### src/rtl/ssd1331_pkg.sv
// SSD1331 opcode map and argument-count table.
// Shared by the SPI receiver and the OLED master bench.
package ssd1331_pkg;

  localparam logic [7:0] SET_COL   = 8'h15;
  localparam logic [7:0] SET_ROW   = 8'h75;
  localparam logic [7:0] DISP_ON   = 8'hAF;
  localparam logic [7:0] DISP_OFF  = 8'hAE;
  localparam logic [7:0] CLEAR     = 8'h25;
  localparam logic [7:0] DRAW_RECT = 8'h22;
  localparam logic [7:0] DRAW_LINE = 8'h21;
  localparam logic [7:0] COPY      = 8'h23;
  localparam logic [7:0] NOP       = 8'hBC;

  typedef enum logic {
    S_CMD,
    S_ARG
  } parse_state_t;

  function automatic logic [5:0] arg_count(input logic [7:0] op);
    case (op)
      8'h81, 8'h82, 8'h83, 8'h87,
      8'h8A, 8'h8B, 8'h8C, 8'hA0,
      8'hA1, 8'hA2, 8'hA8, 8'hAD,
      8'hB0, 8'hB1, 8'hB3, 8'hBB,
      8'hBE, 8'hFD, 8'h26:        arg_count = 6'd1;
      8'h15, 8'h75:               arg_count = 6'd2;
      8'h24, 8'h25:               arg_count = 6'd4;
      8'h27:                      arg_count = 6'd5;
      8'h23:                      arg_count = 6'd6;
      8'h21:                      arg_count = 6'd7;
      8'h22:                      arg_count = 6'd10;
      8'hB8:                      arg_count = 6'd32;
      default:                    arg_count = 6'd0;
    endcase
  endfunction

endpackage

### src/rtl/ssd1331_spi_rx_byte.sv
// SPI mode-0 byte receiver: pin synchronisers, sck rise detect,
// MSB-first shifter; cs high drops any partial byte.
module spi_slave_byte_rx #(
  parameter int SYNC_STAGES = 2
) (
  input  logic       clk,
  input  logic       resetn,
  input  logic       spi_cs,
  input  logic       spi_dc,
  input  logic       spi_sck,
  input  logic       spi_mosi,
  output logic       byte_valid,
  output logic [7:0] byte_data,
  output logic       byte_dc
);

  logic [SYNC_STAGES-1:0] cs_q, cs_d;
  logic [SYNC_STAGES-1:0] dc_q, dc_d;
  logic [SYNC_STAGES-1:0] sck_q, sck_d;
  logic [SYNC_STAGES-1:0] mosi_q, mosi_d;
  logic       sck_prev_q, sck_prev_d;
  logic [2:0] cnt_q, cnt_d;
  logic [6:0] shift_q, shift_d;
  logic       valid_q, valid_d;
  logic [7:0] data_q, data_d;
  logic       bdc_q, bdc_d;
  logic       cs_s, dc_s, sck_s, mosi_s, sck_rise;

  assign cs_s     = cs_q[SYNC_STAGES-1];
  assign dc_s     = dc_q[SYNC_STAGES-1];
  assign sck_s    = sck_q[SYNC_STAGES-1];
  assign mosi_s   = mosi_q[SYNC_STAGES-1];
  assign sck_rise = sck_s & ~sck_prev_q;

  always_comb begin
    cs_d       = {cs_q[SYNC_STAGES-2:0], spi_cs};
    dc_d       = {dc_q[SYNC_STAGES-2:0], spi_dc};
    sck_d      = {sck_q[SYNC_STAGES-2:0], spi_sck};
    mosi_d     = {mosi_q[SYNC_STAGES-2:0], spi_mosi};
    sck_prev_d = sck_s;
    cnt_d      = cnt_q;
    shift_d    = shift_q;
    valid_d    = 1'b0;
    data_d     = data_q;
    bdc_d      = bdc_q;
    if (cs_s) begin
      cnt_d = 3'd0;
    end else if (sck_rise) begin
      shift_d = {shift_q[5:0], mosi_s};
      cnt_d   = cnt_q + 3'd1;
      if (cnt_q == 3'd7) begin
        valid_d = 1'b1;
        data_d  = {shift_q, mosi_s};
        bdc_d   = dc_s;
      end
    end
  end

  // cs syncs reset to the idle-high level
  always_ff @(posedge clk) begin
    if (!resetn) begin
      cs_q       <= '1;
      dc_q       <= '0;
      sck_q      <= '0;
      mosi_q     <= '0;
      sck_prev_q <= 1'b0;
      cnt_q      <= 3'd0;
      shift_q    <= 7'd0;
      valid_q    <= 1'b0;
      data_q     <= 8'd0;
      bdc_q      <= 1'b0;
    end else begin
      cs_q       <= cs_d;
      dc_q       <= dc_d;
      sck_q      <= sck_d;
      mosi_q     <= mosi_d;
      sck_prev_q <= sck_prev_d;
      cnt_q      <= cnt_d;
      shift_q    <= shift_d;
      valid_q    <= valid_d;
      data_q     <= data_d;
      bdc_q      <= bdc_d;
    end
  end

  assign byte_valid = valid_q;
  assign byte_data  = data_q;
  assign byte_dc    = bdc_q;

endmodule

### src/rtl/ssd1331_spi_rx.sv
// SSD1331 bus monitor: command/argument parser, address window
// and RGB565 pixel assembler on top of the SPI byte receiver.
module ssd1331_spi_rx
  import ssd1331_pkg::*;
#(
  parameter int WIDTH       = 96,
  parameter int HEIGHT      = 64,
  parameter int SYNC_STAGES = 2
) (
  input  logic        clk,
  input  logic        resetn,
  input  logic        spi_cs,
  input  logic        spi_dc,
  input  logic        spi_sck,
  input  logic        spi_mosi,
  output logic        byte_valid,
  output logic [7:0]  byte_data,
  output logic        byte_dc,
  output logic        cmd_done,
  output logic [7:0]  cmd_op,
  output logic        pix_we,
  output logic [6:0]  pix_x,
  output logic [5:0]  pix_y,
  output logic [15:0] pix_rgb,
  output logic        display_on
);

  localparam logic [6:0] X_MAX = 7'(WIDTH - 1);
  localparam logic [5:0] Y_MAX = 6'(HEIGHT - 1);

  logic       rx_valid, rx_dc;
  logic [7:0] rx_data;

  spi_slave_byte_rx #(
    .SYNC_STAGES(SYNC_STAGES)
  ) u_rx (
    .clk       (clk),
    .resetn    (resetn),
    .spi_cs    (spi_cs),
    .spi_dc    (spi_dc),
    .spi_sck   (spi_sck),
    .spi_mosi  (spi_mosi),
    .byte_valid(rx_valid),
    .byte_data (rx_data),
    .byte_dc   (rx_dc)
  );

  parse_state_t state_q, state_d;
  logic [7:0]  op_q, op_d;
  logic [5:0]  left_q, left_d;
  logic [6:0]  arg0_q, arg0_d;
  logic        done_q, done_d;
  logic [7:0]  cop_q, cop_d;
  logic        disp_q, disp_d;
  logic [6:0]  cs_q, cs_d, ce_q, ce_d;
  logic [5:0]  rs_q, rs_d, re_q, re_d;
  logic [6:0]  x_q, x_d;
  logic [5:0]  y_q, y_d;
  logic        ph_q, ph_d;
  logic [7:0]  hi_q, hi_d;
  logic        we_q, we_d;
  logic [6:0]  px_q, px_d;
  logic [5:0]  py_q, py_d;
  logic [15:0] rgb_q, rgb_d;
  logic        fin;
  logic [7:0]  fin_op;

  always_comb begin
    state_d = state_q;
    op_d    = op_q;
    left_d  = left_q;
    arg0_d  = arg0_q;
    done_d  = 1'b0;
    cop_d   = cop_q;
    disp_d  = disp_q;
    cs_d    = cs_q;
    ce_d    = ce_q;
    rs_d    = rs_q;
    re_d    = re_q;
    x_d     = x_q;
    y_d     = y_q;
    ph_d    = ph_q;
    hi_d    = hi_q;
    we_d    = 1'b0;
    px_d    = px_q;
    py_d    = py_q;
    rgb_d   = rgb_q;
    fin     = 1'b0;
    fin_op  = op_q;
    if (rx_valid && !rx_dc) begin
      ph_d = 1'b0;
      if (state_q == S_CMD) begin
        op_d   = rx_data;
        fin_op = rx_data;
        left_d = arg_count(rx_data);
        if (arg_count(rx_data) == 6'd0) fin = 1'b1;
        else state_d = S_ARG;
      end else begin
        if (left_q == arg_count(op_q)) arg0_d = rx_data[6:0];
        left_d = left_q - 6'd1;
        if (left_q == 6'd1) begin
          fin     = 1'b1;
          state_d = S_CMD;
        end
      end
    end else if (rx_valid && !ph_q) begin
      hi_d = rx_data;
      ph_d = 1'b1;
    end else if (rx_valid) begin
      ph_d  = 1'b0;
      we_d  = 1'b1;
      px_d  = x_q;
      py_d  = y_q;
      rgb_d = {hi_q, rx_data};
      // the panel edge also wraps, so start>end cannot lock up
      if (x_q == ce_q || x_q == X_MAX) begin
        x_d = cs_q;
        if (y_q == re_q || y_q == Y_MAX) y_d = rs_q;
        else y_d = y_q + 6'd1;
      end else begin
        x_d = x_q + 7'd1;
      end
    end
    if (fin) begin
      done_d = 1'b1;
      cop_d  = fin_op;
      unique case (1'b1)
        fin_op == SET_COL: begin
          cs_d = arg0_q;
          ce_d = rx_data[6:0];
          x_d  = arg0_q;
        end
        fin_op == SET_ROW: begin
          rs_d = arg0_q[5:0];
          re_d = rx_data[5:0];
          y_d  = arg0_q[5:0];
        end
        fin_op == DISP_ON:  disp_d = 1'b1;
        fin_op == DISP_OFF: disp_d = 1'b0;
        default: ;
      endcase
    end
  end

  always_ff @(posedge clk) begin
    if (!resetn) begin
      state_q <= S_CMD;
      op_q    <= 8'd0;
      left_q  <= 6'd0;
      arg0_q  <= 7'd0;
      done_q  <= 1'b0;
      cop_q   <= 8'd0;
      disp_q  <= 1'b0;
      cs_q    <= 7'd0;
      ce_q    <= X_MAX;
      rs_q    <= 6'd0;
      re_q    <= Y_MAX;
      x_q     <= 7'd0;
      y_q     <= 6'd0;
      ph_q    <= 1'b0;
      hi_q    <= 8'd0;
      we_q    <= 1'b0;
      px_q    <= 7'd0;
      py_q    <= 6'd0;
      rgb_q   <= 16'd0;
    end else begin
      state_q <= state_d;
      op_q    <= op_d;
      left_q  <= left_d;
      arg0_q  <= arg0_d;
      done_q  <= done_d;
      cop_q   <= cop_d;
      disp_q  <= disp_d;
      cs_q    <= cs_d;
      ce_q    <= ce_d;
      rs_q    <= rs_d;
      re_q    <= re_d;
      x_q     <= x_d;
      y_q     <= y_d;
      ph_q    <= ph_d;
      hi_q    <= hi_d;
      we_q    <= we_d;
      px_q    <= px_d;
      py_q    <= py_d;
      rgb_q   <= rgb_d;
    end
  end

  assign byte_valid = rx_valid;
  assign byte_data  = rx_data;
  assign byte_dc    = rx_dc;
  assign cmd_done   = done_q;
  assign cmd_op     = cop_q;
  assign pix_we     = we_q;
  assign pix_x      = px_q;
  assign pix_y      = py_q;
  assign pix_rgb    = rgb_q;
  assign display_on = disp_q;

endmodule

### config.mk
export PLATFORM = sky130hd
export DESIGN_NAME = ssd1331_spi_rx
export DESIGN_NICKNAME = d
export VERILOG_FILES = /design/src/rtl/ssd1331_pkg.sv /design/src/rtl/ssd1331_spi_rx_byte.sv /design/src/rtl/ssd1331_spi_rx.sv
export SDC_FILE = /design/constraint.sdc
export NUM_CORES = 1
export LEC_CHECK = 0
export BUFFER_PORTS_ARGS = -buffer_cell sky130_fd_sc_hd__buf_2
export CAP_MARGIN = 20
export CORE_ASPECT_RATIO = 1.2
export CORE_UTILIZATION = 50
export CTS_CLUSTER_DIAMETER = 50
export CTS_CLUSTER_SIZE = 10
export DETAILED_ROUTE_END_ITERATION = 6
export GPL_TIMING_DRIVEN = 0
export HOLD_SLACK_MARGIN = 0.1
export MAX_ROUTING_LAYER = met4
export PLACE_DENSITY = 0.83
export SYNTH_ARGS = -nofsm -noshare
export SYNTH_HDL_FRONTEND = slang
export SYNTH_SLANG_ARGS = --single-unit
### constraint.sdc
create_clock -name clk -period 2.4 [get_ports clk]
set_clock_uncertainty 0.15 [all_clocks]
set_input_delay 0.48 -clock clk [delete_from_list [all_inputs] [get_ports clk]]
set_output_delay 0.48 -clock clk [all_outputs]
set_load 0.05 [all_outputs]
Yosys cells after proc, flatten, opt, wreduce, memory -nomap -nowiden
Cells that the tools add are included.
- bits in registers: 139
- word-level logic and storage cells: 169
- $add $sub $neg: 4
- eq/ne operators: 67
- multiplexer cells: 35
- bitwise gates (word level): 7
- reductions and logical operators: 27
- operator list (cell ; number):
    8-bit equality test (second input constant) ; 40
    8-bit by 6-bit equality test with 1-bit output (second input constant) ; 14
    6-bit one-hot mux with 8 select lines ; 2
    6-bit two-way mux ; 12
    7-bit two-way mux ; 6
    19-bit OR reduction ; 2
    8-bit by 5-bit equality test with 1-bit output (second input constant) ; 3
    8-bit by 7-bit equality test with 1-bit output (second input constant) ; 3
    8-bit two-way mux ; 2
    6-bit equality test ; 2
    1-bit two-way mux ; 12
    2-bit OR reduction ; 6
    2-bit AND reduction ; 5
    3-bit AND reduction ; 3
    7-bit by 1-bit adder with 7-bit output (second input constant) ; 1
    7-bit equality test ; 1
    7-bit equality test (second input constant) ; 1
    6-bit by 1-bit adder with 6-bit output (second input constant) ; 1
    6-bit by 1-bit equality test with 1-bit output (second input constant) ; 1
    6-bit equality test (second input constant) ; 1
    6-bit logical NOT ; 1
    1-bit inverter ; 6
    3-bit OR reduction ; 2
    6-bit by 1-bit subtractor with 6-bit output (second input constant) ; 1
    8 further kinds ; 12

Logic depth before layout (Yosys ltp)
Gate-level depths: netlist of the first run.
- depth after elaboration: 10
- depth in mapped cells: 11
- depth with buffers taken out: 8

Modules after synthesis
From an unflattened synthesis of the first run, not the netlist that was laid out.
- cell total of the unflattened synthesis: 823
- area total of the unflattened synthesis: 7128.1 um^2
- modules (own cells, without submodules) (module ; times used ; cells each ; area each (um^2)):
    ssd1331_spi_rx ; 1 ; 724 ; 6112.1
    spi_slave_byte_rx ; 1 ; 99 ; 1016.0

Worst setup path after synthesis of the first run
OpenSTA, ideal clock, no wires.
- path kind: flip-flop to flip-flop
- from: register u_rx.valid_q (netlist: u_rx.byte_valid)
- to: register rs_q[5]
- arrival: 2.645 ns
- data required time: 2.178 ns
- path slack: -0.467 ns
- cell stages (with the launch flop): 11
- buffers on the path: 3
- period minus slack after synthesis: 2.867 ns
- cell sequence: dfxtp_1 > nor3b_2 > buf_6 > mux2i_1 > nand4_1 > nor3_2 > nor3b_4 > and2_1 > buf_6 > buf_8 > mux2i_1
- longest elaborated chain between the ends: 4
- RTL lines (what ; RTL line ; source):
    start: declaration ; ssd1331_spi_rx_byte.sv:24 ; logic valid_q, valid_d;
    start signal: assignment ; ssd1331_spi_rx_byte.sv:80 ; valid_q <= valid_d;
    1-bit logical AND * ; ssd1331_spi_rx.sv:90 ; if (rx_valid && !rx_dc) begin
    8-bit two-way mux ; ssd1331_spi_rx.sv:90 ;
    8-bit by 7-bit equality test with 1-bit output ; ssd1331_spi_rx.sv:133 ; fin_op == SET_ROW: begin
    2-bit AND reduction (no line) * ; - ;
    end signal: assignment ; ssd1331_spi_rx.sv:176 ; rs_q <= rs_d;
    end: declaration ; ssd1331_spi_rx.sv:56 ; logic [5:0] rs_q, rs_d, re_q, re_d;
Mark *: on every way between the ends. The rest lies on a longest branch, timed or not.
A chain may end at the register's enable or synchronous reset.

Worst setup path in the final report of the first run
- from: register u_rx.data_q[5] (netlist: u_rx.byte_data[5])
- to: register re_q[4]
- longest elaborated chain between the ends: 10
- RTL lines (what ; RTL line ; source):
    start: declaration ; ssd1331_spi_rx_byte.sv:25 ; logic [7:0] data_q, data_d;
    start signal: assignment ; ssd1331_spi_rx_byte.sv:81 ; data_q <= data_d;
    8-bit equality test (tied with other cells) ; ssd1331_pkg.sv:21 ; case (op)
    19-bit OR reduction / 2-bit OR reduction (equally long branches) ; ssd1331_pkg.sv:21 ;
    6-bit one-hot mux with 8 select lines ; ssd1331_pkg.sv:21 ;
    6-bit two-way mux ; ssd1331_spi_rx.sv:92 ; if (state_q == S_CMD) begin
    6-bit two-way mux ; ssd1331_spi_rx.sv:90 ;
    6-bit logical NOT ; ssd1331_spi_rx.sv:96 ; if (arg_count(rx_data) == 6'd0) fin = 1'b1;
    1-bit two-way mux ; ssd1331_spi_rx.sv:96 ;
    1-bit two-way mux ; ssd1331_spi_rx.sv:92 ;
    1-bit two-way mux ; ssd1331_spi_rx.sv:90 ;
    2-bit AND reduction (no line) * ; - ;
    end signal: assignment ; ssd1331_spi_rx.sv:177 ; re_q <= re_d;
    end: declaration ; ssd1331_spi_rx.sv:56 ;
Mark *: on every way between the ends. The rest lies on a longest branch, timed or not. The select of a mux whose other input is x is not followed.

==> results.tsv, run 1 <==
stage	metric	value	unit
global_route	grt_max_degree	17	
detailed_routing	drtIter0Drc	560	
pwr	p_leak	3.419	nW
worst_setup_path	required	2.55	ns
synthesis	synth-edff-count	0	
pwr	cellPowerDensity	621.2	nW/um2
floorplan	fp-row-count	45	
synthesis	yosysSeqAreaShare	42.05	%
clocking	clkSlewWorstSetupHoldPaths	0.06	ns
clocking	cts.sinks	139	
cells_and_area	multi_input_area	3715	um2
synthesis	synth_cell_types	67	
timing	hold_viol	0	
worst_setup_path	path_max_fanout	12	
run	max_cap_violations	0	
floorplan	die_h	128.0	um
timing	period_minus_slack	2.592	ns
timing	timing.final.crit_share	108.0	%
place	place_inst	973	
global_route	grt_antenna_before_repair	0	
run_status	status	finished, violations left	
cells_and_area	drive_gt1_share	23.33	%
clocking	cts_root_buffer	clkbuf_16	
detailed_routing	viasPerCell	6.073	
place	dp_hpwl	11380	um
worst_setup_path	critPathMaxStageDelay	0.42	ns
cells_and_area	register_area	2825	um2
synthesis	ys_warn_count	0	
detailed_routing	wire_per_inst	19.12	um
pwr	ir_drop	0.0003878	V
floorplan	io_pins	56	
cells_and_area	fill_cells	919	
detailed_routing	drtAntennaViolNets	0	
timing	tns	-4.666	ns
clocking	cts_buffer_depth	2	
synthesis	ys_dominant_reg_cell	dfxtp_1	
floorplan	initial_core_util	51.78	%
pwr	p_seq_share	44.2	%
global_route	grt_use_total	29.32	%
detailed_routing	num_vias	6279	
detailed_routing	drc	0	
worst_setup_path	path_cells	nor2b_1 > nand4b_1 > nor4_1 > or4_4 > o21ai_4 > buf_6 > buf_12 > clkbuf_16 > a211oi_1 > a21oi_1	
worst_hold_path	hp-class	in2reg	
pwr	p_comb_share	1.7	%
synthesis	synth-seq-cells	139	
cells_and_area	fin_cells	1034	
cells_and_area	nNetsFinal	869	
cells_and_area	final_util	65.76	%
synthesis	avgSynthCellArea	8.777	um2
worst_setup_path	endpoint_kind	flip-flop	
clocking	tritoncts	built	
pwr	p_int	4.093	mW
run_status	violations	negative setup slack	
timing	setup_ws	-0.1921	ns
synthesis	yosysTopAreaCell	dfxtp_1	
pwr	p_clk_share	54.2	%
worst_setup_path	crit_type	reg2reg	
worst_setup_path	crit_arrival	2.75	ns
timing	fmax	385.8	MHz
global_route	grt_pass1_wl	30090	um
synthesis	ys_async_sr_fraction	0	%
cells_and_area	num_antenna_cells	0	
timing	holdWs	0.1072	ns
global_route	grt_pass1_vias	6083	
floorplan	dieArea	13700	um2
synthesis	synthCells	754	
cells_and_area	area_delta_synth_final	27.00	%
pwr	p_sw_share	21.60	%
clocking	htree_levels	4	
synthesis	synth_area_leaders	dfxtp_1 42%, mux2i_1 10%, nand2_1 7.9%	
floorplan	coreArea	12780	um2
clocking	clk_latency	0.43	ns
worst_setup_path	cp-startpoint	u_rx.byte_data[5]$_SDFFE_PN0P_	
worst_setup_path	crit_path_top_delay_cell	dfxtp_2	
worst_setup_path	rr_startpoint	u_rx.byte_data[5]$_SDFFE_PN0P_	
timing	worst_pin_slew	0.7232	ns
detailed_routing	wl	19770	um
synthesis	syn_nets	766	
place	gp_congestion	0.9194	
synthesis	synth_top_cell_area_share	42.05	%
place	portBuffers	55	
synthesis	syn_area	6618	um2
timing	rsz0062_at_grt	yes	
pwr	p_sw	1.128	mW
floorplan	dieWidth	107.0	um
detailed_routing	drtPass1Iterations	5	
synthesis	yosys-top-cells-count	139 x dfxtp_1, 139 x nand2_1, 67 x mux2i_1, 42 x nor2_1, 42 x nor2b_1	
worst_setup_path	start_kind	flip-flop	
timing	maxSlewHeadroom	51.79	%
clocking	numCtsBuffers	17	
timing	setup_viol	47	
global_route	grt_overflow	0	
timing	drv_slew	0	
worst_hold_path	min-delay-start	spi_mosi	
logic make-up after synthesis:
| kind of cell | synth area share [%] |
|---|---|
| XOR/XNOR | 2.779 |
| flip-flops | 42.05 |
| multiplexers | 11.38 |
| buffers and inverters | 4.727 |
| adder cells (fa/ha/maj) | 1.134 |
| AO/OA/AOI/OAI | 13.67 |
| AND/OR/NAND/NOR | 24.26 |
what timing repair did:
| action | CTS | global route |
|---|---|---|
| hold endpoints to repair | 1 | 0 |
| buffers inserted | 31 | 3 |
| resized for setup | 64 | 26 |
| pin swaps | 12 | 4 |
| setup endpoints to repair | 57 | 66 |
| gates cloned | 4 | 1 |
| hold buffers | 1 | 0 |
worst paths after layout:
path / end / slack [ns] / cells after the start
setup reg to reg: re_q[4]$_SDFFE_PN1P_ / -0.19 / 10
hold reg to reg: u_rx.cs_q[1]$_SDFF_PN1_ / 0.26 / 1
hold / removal: u_rx.mosi_q[0]$_SDFF_PN0_ / 0.11 / 2
setup / recovery: re_q[4]$_SDFFE_PN1P_ / -0.19 / 10
area by class of cell:
cell class | instances | area share (%)
clock inverters | 15 | 2.516
inverters | 8 | 0.3871
repair buffers | 93 | 7.756
clock buffers | 17 | 5.062
well taps | 164 | 2.442
plain buffers | 48 | 4.020
multi-input cells | 550 | 44.20
flip-flops and latches | 139 | 33.62
per-layer routing:
| metal | share of wire [%] | vias to the layer above | global-route usage, % |
|---|---|---|---|
| met5 | 0 | - | - |
| met4 | 6.6 | 0 | 18.61 |
| met3 | 7.2 | 129 | 5.897 |
| met2 | 49 | 367 | 49.26 |
| met1 | 37 | 2954 | 31.48 |
| li1 | - | 2829 | - |
metrics by stage:
stage	instance area, um2	power, mW	setup slack, ns
global route	8404	5.338	-0.2528
CTS	8325	5.220	-0.08874
detailed placement	7154	2.442	-0.4505
global placement	7154	2.442	-0.4348
floorplan	6674	2.412	-0.1361
finish	8404	5.220	-0.1921
power by group through the flow:
stage / clock network (mW) / registers, mW / logic (mW)
6_report: 2.83 / 2.31 / 0.0868
5_1_grt: 2.94 / 2.31 / 0.0911
4_1_cts: 2.83 / 2.31 / 0.0843
3_5_place_dp: 0 / 2.36 / 0.0817
3_3_place_gp: 0 / 2.36 / 0.0815
2_1_floorplan: 0 / 2.36 / 0.0528
cell usage in the layout (no fill, tap or decap), types with 5 or more instances in the layout:
cell and n:
buf_6 11, nor3_1 7, o211a_1 8, clkbuf_1 26, o21ai_0 11, xnor2_1 13, a21oi_1 22, inv_1 6
ha_1 6, buf_2 56, dfxtp_4 9, a211oi_1 6, mux2_2 5, nand3b_1 5, and3_1 11, nand2b_1 10
nor4_1 6, nor2_1 41, nand3_1 13, a21boi_0 37, nand2_1 137, inv_6 5, nor2b_1 40, o211ai_1 5
and2_1 13, dfxtp_2 7, xor2_1 8, buf_4 27, clkbuf_16 18, buf_8 5, mux2i_1 60, dfxtp_1 123
nand4_1 6
registers in the layout, summed over array words and instances (netlist names), 8 cells and up:
| signal | cells |
|---|---|
| cmd_op | 8 |
| hi_q | 8 |
| op_q | 8 |
| u_rx.byte_data | 8 |
| pix_rgb | 16 |
worst max-delay path: cells and delay by family (launching register included):
| kind | cells | cell delay (ns) |
|---|---|---|
| DFF | 1 | 0.42 |
| AOI/OAI and AO/OA | 3 | 0.36 |
| buffers and inverters | 3 | 0.42 |
| and+or+nand+nor | 4 | 1.11 |
No activity file was read; power rests on OpenSTA's default activity.
==> inputs of run 2 (changes only) <==
--- a/config.mk
+++ b/config.mk
@@ -16,6 +16,8 @@
 export HOLD_SLACK_MARGIN = 0.1
 export MAX_ROUTING_LAYER = met4
 export PLACE_DENSITY = 0.83
+export SKIP_LAST_GASP = 1
 export SYNTH_ARGS = -nofsm -noshare
 export SYNTH_HDL_FRONTEND = slang
+export SYNTH_HIERARCHICAL = 1
 export SYNTH_SLANG_ARGS = --single-unit
==> run 2 against run 1 <==
  * The flow finishes with violations (design-rule violations)
  * Synthesized area rose by 7.7%
  * Global-route usage is 2.3 points lower
  * Wire length grew 0.30%
  * Maximum frequency rose by 10%
  * Die area is 7.6% higher
  * Final area is 3.1% higher
  * Critical path type unchanged
  * Largest cell class unchanged
  * Largest power group unchanged
==> results.tsv, run 2 <==
stage	metric	value	unit	change
run_status	status	finished, violations left		
run_status	violations	design-rule violations		
timing	setup_ws	0.04742	ns	+0.2395 ns
timing	drv_slew	0		unchanged
synthesis	ys_dominant_reg_cell	dfxtp_1		
synthesis	synth-compound-area-share	15.43	%	+1.8 points
clocking	htree_levels	4		unchanged
floorplan	io_pins	56		unchanged
worst_setup_path	path_max_fanout	7		-5
worst_hold_path	hold-path-endpoint	u_rx/dc_q[0]$_SDFF_PN0_		
global_route	grt_use_met1	31.05	%	-0.43 points
synthesis	avgSynthCellArea	8.661	um2	-1.3%
worst_setup_path	reg2reg_to	arg0_q[4]$_SDFFE_PN0P_		
timing	tns	0	ns	+4.666 ns
worst_hold_path	hp-class	in2reg		
cells_and_area	fill_cells	1117		+22%
place	dp_hpwl	13010	um	+14%
clocking	cts.sinks	139		unchanged
timing	period_minus_slack	2.353	ns	-0.2395 ns
timing	holdWs	0.1165	ns	+0.009227 ns
synthesis	synthAdderAreaFrac	1.053	%	-0.081 points
synthesis	ys_warn_count	6		+6
global_route	use_met3	5.863	%	-0.034 points
worst_setup_path	path_common_cell	buf_6		
cells_and_area	num_antenna_cells	0		unchanged
synthesis	syn_area	7128	um2	+7.7%
clocking	cts_root_buffer	clkbuf_16		
global_route	grt_use_total	26.99	%	-2.3 points
synthesis	synthMuxAreaShare	9.724	%	-1.7 points
worst_setup_path	critPathMaxStageDelay	0.43	ns	about the same
synthesis	synth_area_leaders	dfxtp_1 39%, mux2i_1 8.1%, nand2_1 6.1%		
cells_and_area	area_delta_synth_final	21.54	%	
synthesis	synth-seq-cells	139		unchanged
synthesis	synthCells	823		+9.2%
global_route	grt_use_met2	45.60	%	-3.7 points
worst_setup_path	reg2reg_slack	0.05	ns	+0.24 ns
detailed_routing	drtAntennaViolNets	0		unchanged
worst_setup_path	endpoint_kind	flip-flop		
global_route	grt_pass1_wl	30680	um	+2.0%
worst_setup_path	required	2.59	ns	+0.04 ns
place	place_inst	1048		+7.7%
cells_and_area	design_area	8663	um2	+3.1%
cells_and_area	largest_reg_flops	16		unchanged
detailed_routing	wl	19830	um	+0.30%
synthesis	yosys-top-cells-count	139 x dfxtp_1, 116 x nand2_1, 58 x mux2i_1, 58 x nor2_1, 55 x nand3_1		
floorplan	dieWidth	111.0	um	+3.7%
cells_and_area	nNetsFinal	932		+7.2%
worst_setup_path	crit_type	reg2reg		
run	max_cap_violations	0		unchanged
worst_setup_path	start_kind	flip-flop		
clocking	clk_latency	0.42	ns	about the same
worst_setup_path	crit_arrival	2.54	ns	-0.21 ns
synthesis	synth_cell_types	81		+21%
pwr	cellPowerDensity	584.0	nW/um2	-6.0%
place	pre_cts_ws	-0.1310	ns	+0.3195 ns
synthesis	synth-edff-count	0		unchanged
synthesis	synth-xor-area-share	2.212	%	-0.57 points
cells_and_area	multi_input_area	3978	um2	+7.1%
worst_setup_path	cp-startpoint	op_q[3]$_SDFF_PN0_		
clocking	numCtsBuffers	17		unchanged
synthesis	syn_nets	835		+9.0%
detailed_routing	drc	2		+2
worst_setup_path	path_cells	or3_4 > a2111oi_2 > o21ai_1 > a221oi_4 > buf_6 > buf_6 > nand4_1 > o2111ai_1		
cells_and_area	final_util	62.42	%	-3.3 points
pwr	p_leak	3.267	nW	-4.4%
synthesis	yosysSeqAreaShare	39.04	%	-3.0 points
place	portBuffers	54		-1.8%
synthesis	synth_top_family_by_area	simple AND/OR/NAND/NOR gates		
timing	hold_viol	0		unchanged
cells_and_area	layout_common_cells	126 x dfxtp_1, 115 x nand2_1, 63 x buf_2		
place	placed_area	7651	um2	+6.9%
timing	rsz0062_at_grt	yes		
detailed_routing	drtPass1Iterations	7		+2
cells_and_area	fin_cells	1104		+6.8%
detailed_routing	wire_per_inst	17.96	um	-6.1%
detailed_routing	num_vias	6624		+5.5%
detailed_routing	viasPerCell	6.000		-1.2%
clocking	tritoncts	built		
clocking	cts_buffer_depth	2		unchanged
timing	setup_viol	0		-100%
cells_and_area	register_area	2809	um2	-0.58%
floorplan	die_h	132.8	um	+3.7%
pwr	p_total	5.059	mW	-3.1%
worst_setup_path	reg2regPathDepth	8		-2
worst_setup_path	crit_path_top_delay_cell	or3_4		
detailed_routing	drtIter0Drc	665		+19%
pwr	ir_drop	0.0005504	V	+42%
timing	maxSlewHeadroom	55.64	%	+3.9 points
worst_setup_path	rr_startpoint	op_q[3]$_SDFF_PN0_		
floorplan	fp-row-count	47		+4.4%
synthesis	ys_async_sr_fraction	0	%	unchanged
floorplan	dieArea	14740	um2	+7.6%
synthesis	synth_top_cell_area_share	39.04	%	-3.0 points
synthesis	yosysTopAreaCell	dfxtp_1		
synthesis	synth_simple_gate_area_share	25.00	%	+0.74 points
synthesis	yosysMostFrequentCell	dfxtp_1		
clocking	clkSlewWorstSetupHoldPaths	0.06	ns	about the same
global_route	grt_max_degree	17		unchanged
worst_hold_path	min-delay-start	spi_dc		
global_route	grt_overflow	0		unchanged
timing	timing.final.crit_share	98.02	%	-10 points
worst_setup_path	cp.depth	8		-2
timing	fmax	425.1	MHz	+10%
floorplan	coreArea	13880	um2	+8.6%
floorplan	initial_core_util	51.36	%	-0.42 points
worst_hold_path	min_path_cells	2		unchanged
cells_and_area	layout_commonest_cell	dfxtp_1		
global_route	top_usage_layer	met2		
place	gp_congestion	0.9313		+1.3%
timing	worst_pin_slew	0.6653	ns	-0.05785 ns
cells_and_area	drive_gt1_share	24.22	%	+0.89 points
worst_setup_path	crit_buf_inv	2		-1
worst_setup_path	crit_family	compound AO/OA/AOI/OAI gates		
global_route	grt_pass1_vias	6162		+1.3%
global_route	grt_antenna_before_repair	0		unchanged
[run 2: changes by cell type in the layout (fill, tap and decap cells not counted), sizes merged, moves of 7 or more]
| cell | before | now |
|---|---|---|
| a211oi | 6 | 13 |
| a21boi | 37 | 3 |
| a21oi | 22 | 49 |
| buf | 106 | 119 |
| mux2i | 67 | 58 |
| nand2 | 139 | 116 |
| nand3 | 13 | 55 |
| nor2 | 42 | 58 |
| nor2b | 42 | 8 |
| nor3 | 9 | 21 |
| o211a | 8 | 0 |
| o21ai | 15 | 39 |
[run 2: layout make-up]
class / count / area share (%)
inverter: 15 / 0.6499
multi-input combinational: 599 / 45.91
clock buffer: 25 / 5.950
timing repair buffer: 84 / 6.181
sequential: 139 / 32.42
clock inverter: 7 / 0.9821
tap: 171 / 2.470
buffer: 64 / 5.430
[run 2: worst register-to-register path, stage by stage (launching register included)]
cell and delay [ns]:
dfxtp_2 0.35, or3_4 0.43, a2111oi_2 0.43, o21ai_1 0.19, a221oi_4 0.25, buf_6 0.16, buf_6 0.12, nand4_1 0.10
o2111ai_1 0.10
[run 2: power by group]
group | total (mW) | internal (mW) | switching (mW)
clock | 2.64 | 1.69 | 0.954
combinational | 0.104 | 0.0302 | 0.0742
sequential | 2.32 | 2.31 | 0.00355
total | 5.06 | 4.03 | 1.03
[run 2: what timing repair did]
| action | in CTS | in global routing |
|---|---|---|
| endpoints found under the hold margin | 1 | 0 |
| setup endpoints to repair | 47 | 62 |
| resized for setup | 11 | 44 |
| cloned | 0 | 3 |
| buffers inserted | 5 | 21 |
| pin swaps | 4 | 13 |
| hold buffers | 1 | 0 |
[run 2: kinds of logic after synthesis]
logic type	count (synthesis)
flops	139
simple gates	348
fa+ha+maj	6
xor+xnor	18
compound gates	159
buf+inv	85
mux	68
[run 2: worst max path at each step]
stage	end	slack [ns]
floorplan	y_q[0]$_SDFF_PN0_	-0.03
global placement	y_q[0]$_SDFF_PN0_	-0.09
detailed placement	rs_q[1]$_SDFFE_PN0P_	-0.13
CTS	cmd_op[6]$_SDFFE_PN0P_	-0.004
global route	arg0_q[2]$_SDFFE_PN0P_	-0.08
finish	arg0_q[4]$_SDFFE_PN0P_	0.05
[run 2: metal layers]
layer	part of all wire, %	vias to the layer above
met5	0	-
met4	2.3	0
met3	6.7	46
met2	51	288
met1	40	3173
li1	-	3117
==> inputs of run 3 (changes only) <==
--- a/config.mk
+++ b/config.mk
@@ -15,7 +15,7 @@
 export GPL_TIMING_DRIVEN = 0
 export HOLD_SLACK_MARGIN = 0.1
 export MAX_ROUTING_LAYER = met4
-export PLACE_DENSITY = 0.83
+export PLACE_DENSITY = 0.78
 export SKIP_LAST_GASP = 1
 export SYNTH_ARGS = -nofsm -noshare
 export SYNTH_HDL_FRONTEND = slang
==> run 3 against run 2 <==
  * The flow finishes with violations (negative setup slack)
  * Sequential share of layout area shrank 0.45 points
  * Setup slack lost 0.083 ns
  * Register-to-register slack lost 0.08 ns
  * Sequential power is essentially flat
  * Via count grew 0.50%
  * Critical endpoint unchanged
==> results.tsv, run 3 (synthesis gave the netlist of run 2 again) <==
stage	metric	value	unit	change
run_status	status	finished, violations left		
run_status	violations	negative setup slack		
worst_setup_path	required	2.61	ns	+0.02 ns
global_route	grt_use_met2	46.79	%	+1.2 points
global_route	grt_max_degree	17		unchanged
timing	fmax	410.5	MHz	-3.4%
clocking	htree_levels	4		unchanged
detailed_routing	drtIter0Drc	635		-4.5%
timing	drv_slew	0		unchanged
place	placed_area	7651	um2	unchanged
global_route	grt_overflow	0		unchanged
timing	worst_pin_slew	0.6683	ns	+0.002910 ns
cells_and_area	largest_reg_flops	16		unchanged
clocking	clk_latency	0.43	ns	about the same
global_route	grt_antenna_before_repair	0		unchanged
global_route	grt_pass1_vias	6270		+1.8%
pwr	ir_drop	0.0005945	V	+8.0%
place	place_inst	1048		unchanged
timing	hold_viol	0		unchanged
clocking	cts_root_buffer	clkbuf_16		
place	dp_hpwl	13270	um	+2.0%
clocking	numCtsBuffers	17		unchanged
worst_setup_path	path_max_fanout	10		+3
place	gp_congestion	0.9047		-2.9%
global_route	top_usage_layer	met2		
pwr	cellPowerDensity	578.8	nW/um2	-0.89%
floorplan	die_h	132.8	um	unchanged
timing	maxSlewHeadroom	55.45	%	-0.19 points
worst_setup_path	start_kind	flip-flop		
clocking	tritoncts	built		
global_route	use_met3	6.413	%	+0.55 points
cells_and_area	nNetsFinal	938		+0.64%
detailed_routing	drtPass1Iterations	7		unchanged
cells_and_area	layout_common_cells	125 x dfxtp_1, 115 x nand2_1, 63 x buf_2		
floorplan	dieArea	14740	um2	unchanged
pwr	p_leak	3.316	nW	+1.5%
cells_and_area	area_delta_synth_final	23.54	%	
place	portBuffers	54		unchanged
floorplan	dieWidth	111.0	um	unchanged
clocking	cts_buffer_depth	2		unchanged
worst_setup_path	endpoint_kind	flip-flop		
cells_and_area	fin_cells	1110		+0.54%
detailed_routing	wl	20280	um	+2.3%
floorplan	io_pins	56		unchanged
timing	period_minus_slack	2.436	ns	+0.08336 ns
cells_and_area	layout_commonest_cell	dfxtp_1		
worst_setup_path	crit_type	reg2reg		
floorplan	fp-row-count	47		unchanged
timing	setup_viol	3		+3
worst_setup_path	crit_arrival	2.65	ns	+0.11 ns
worst_hold_path	hp-class	in2reg		
floorplan	initial_core_util	51.36	%	unchanged
floorplan	coreArea	13880	um2	unchanged
cells_and_area	drive_gt1_share	24.81	%	+0.59 points
detailed_routing	drc	0		-2
clocking	clkSlewWorstSetupHoldPaths	0.06	ns	about the same
cells_and_area	num_antenna_cells	0		unchanged
timing	timing.final.crit_share	101.5	%	+3.5 points
global_route	grt_pass1_wl	31260	um	+1.9%
timing	rsz0062_at_grt	yes		
run	max_cap_violations	0		unchanged
global_route	grt_use_total	27.72	%	+0.73 points
clocking	cts.sinks	139		unchanged
global_route	grt_use_met1	30.92	%	-0.13 points
timing	setup_ws	-0.03594	ns	-0.08336 ns
cells_and_area	design_area	8806	um2	+1.6%
detailed_routing	wire_per_inst	18.27	um	+1.7%
detailed_routing	drtAntennaViolNets	0		unchanged
detailed_routing	viasPerCell	5.997		about the same
detailed_routing	num_vias	6657		+0.50%
run 3: report_power, final:
group / switching (mW) / leakage, nW / internal (mW)
Clock: 1.06 / 0.301 / 1.62
Combinational: 0.0748 / 1.88 / 0.0334
Sequential: 0.00359 / 1.13 / 2.31
run 3: path summary, 6_finish.rpt:
path | from | end | slack [ns] | cells past startpoint
worst min register to register | u_rx/cs_q[0]$_SDFF_PN1_ | u_rx/cs_q[1]$_SDFF_PN1_ | 0.26 | 1
worst max-delay path | op_q[3]$_SDFF_PN0_ | arg0_q[4]$_SDFFE_PN0P_ | -0.04 | 7
worst min-delay path | resetn | u_rx/cs_q[1]$_SDFF_PN1_ | 0.16 | 2
worst max register to register | op_q[3]$_SDFF_PN0_ | arg0_q[4]$_SDFFE_PN0P_ | -0.04 | 7
run 3: layout make-up:
class | count | area (um2)
Multi-Input combinational cell | 599 | 4013
Clock buffer | 20 | 466.7
Sequential cell | 139 | 2815
Tap cell | 171 | 214.0
Clock inverter | 12 | 136.4
Inverter | 15 | 56.30
Fill cell | 1111 | 5072
Timing Repair Buffer | 91 | 630.6
Buffer | 63 | 474.2
run 3: per-layer routing:
layer | vias up | share of wire, %
met5 | - | 0
met3 | 65 | 6.1
met2 | 302 | 50
met1 | 3148 | 41
li1 | 3142 | -
met4 | 0 | 2.8
run 3: worst max-delay path: stages (launching register included):
cell,delay [ns]
dfxtp_4,0.35
or3_4,0.43
o32ai_1,0.35
a311o_1,0.32
a22oi_4,0.13
clkbuf_8,0.21
mux2_1,0.33
o2111ai_2,0.09
run 3: stage by stage:
| stage | hold WS [ns] | setup TNS, ns | worst slack, ns | util, % | power (mW) |
|---|---|---|---|---|---|
| global route | 0.1720 | -0.3514 | -0.09192 | 63.45 | 5.212 |
| CTS | 0.1020 | -0.002705 | -0.002705 | 60.42 | 5.105 |
| global placement | 0.2411 | -1.817 | -0.1043 | 55.13 | 2.465 |
| floorplan | 0.2363 | -0.02867 | -0.02867 | - | 2.434 |
| finish | 0.1625 | -0.08395 | -0.03594 | 63.45 | 5.097 |
| detailed placement | 0.2504 | -3.581 | -0.1361 | 55.13 | 2.466 |
run 3: what timing repair did:
| action | CTS | global route |
|---|---|---|
| setup endpoints to repair | 47 | 58 |
| buffers inserted | 5 | 24 |
| endpoints found under the hold margin | 3 | 1 |
| pin swaps | 5 | 21 |
| hold buffers | 3 | 1 |
| resized for setup | 17 | 47 |
| cloned | 2 | 2 |
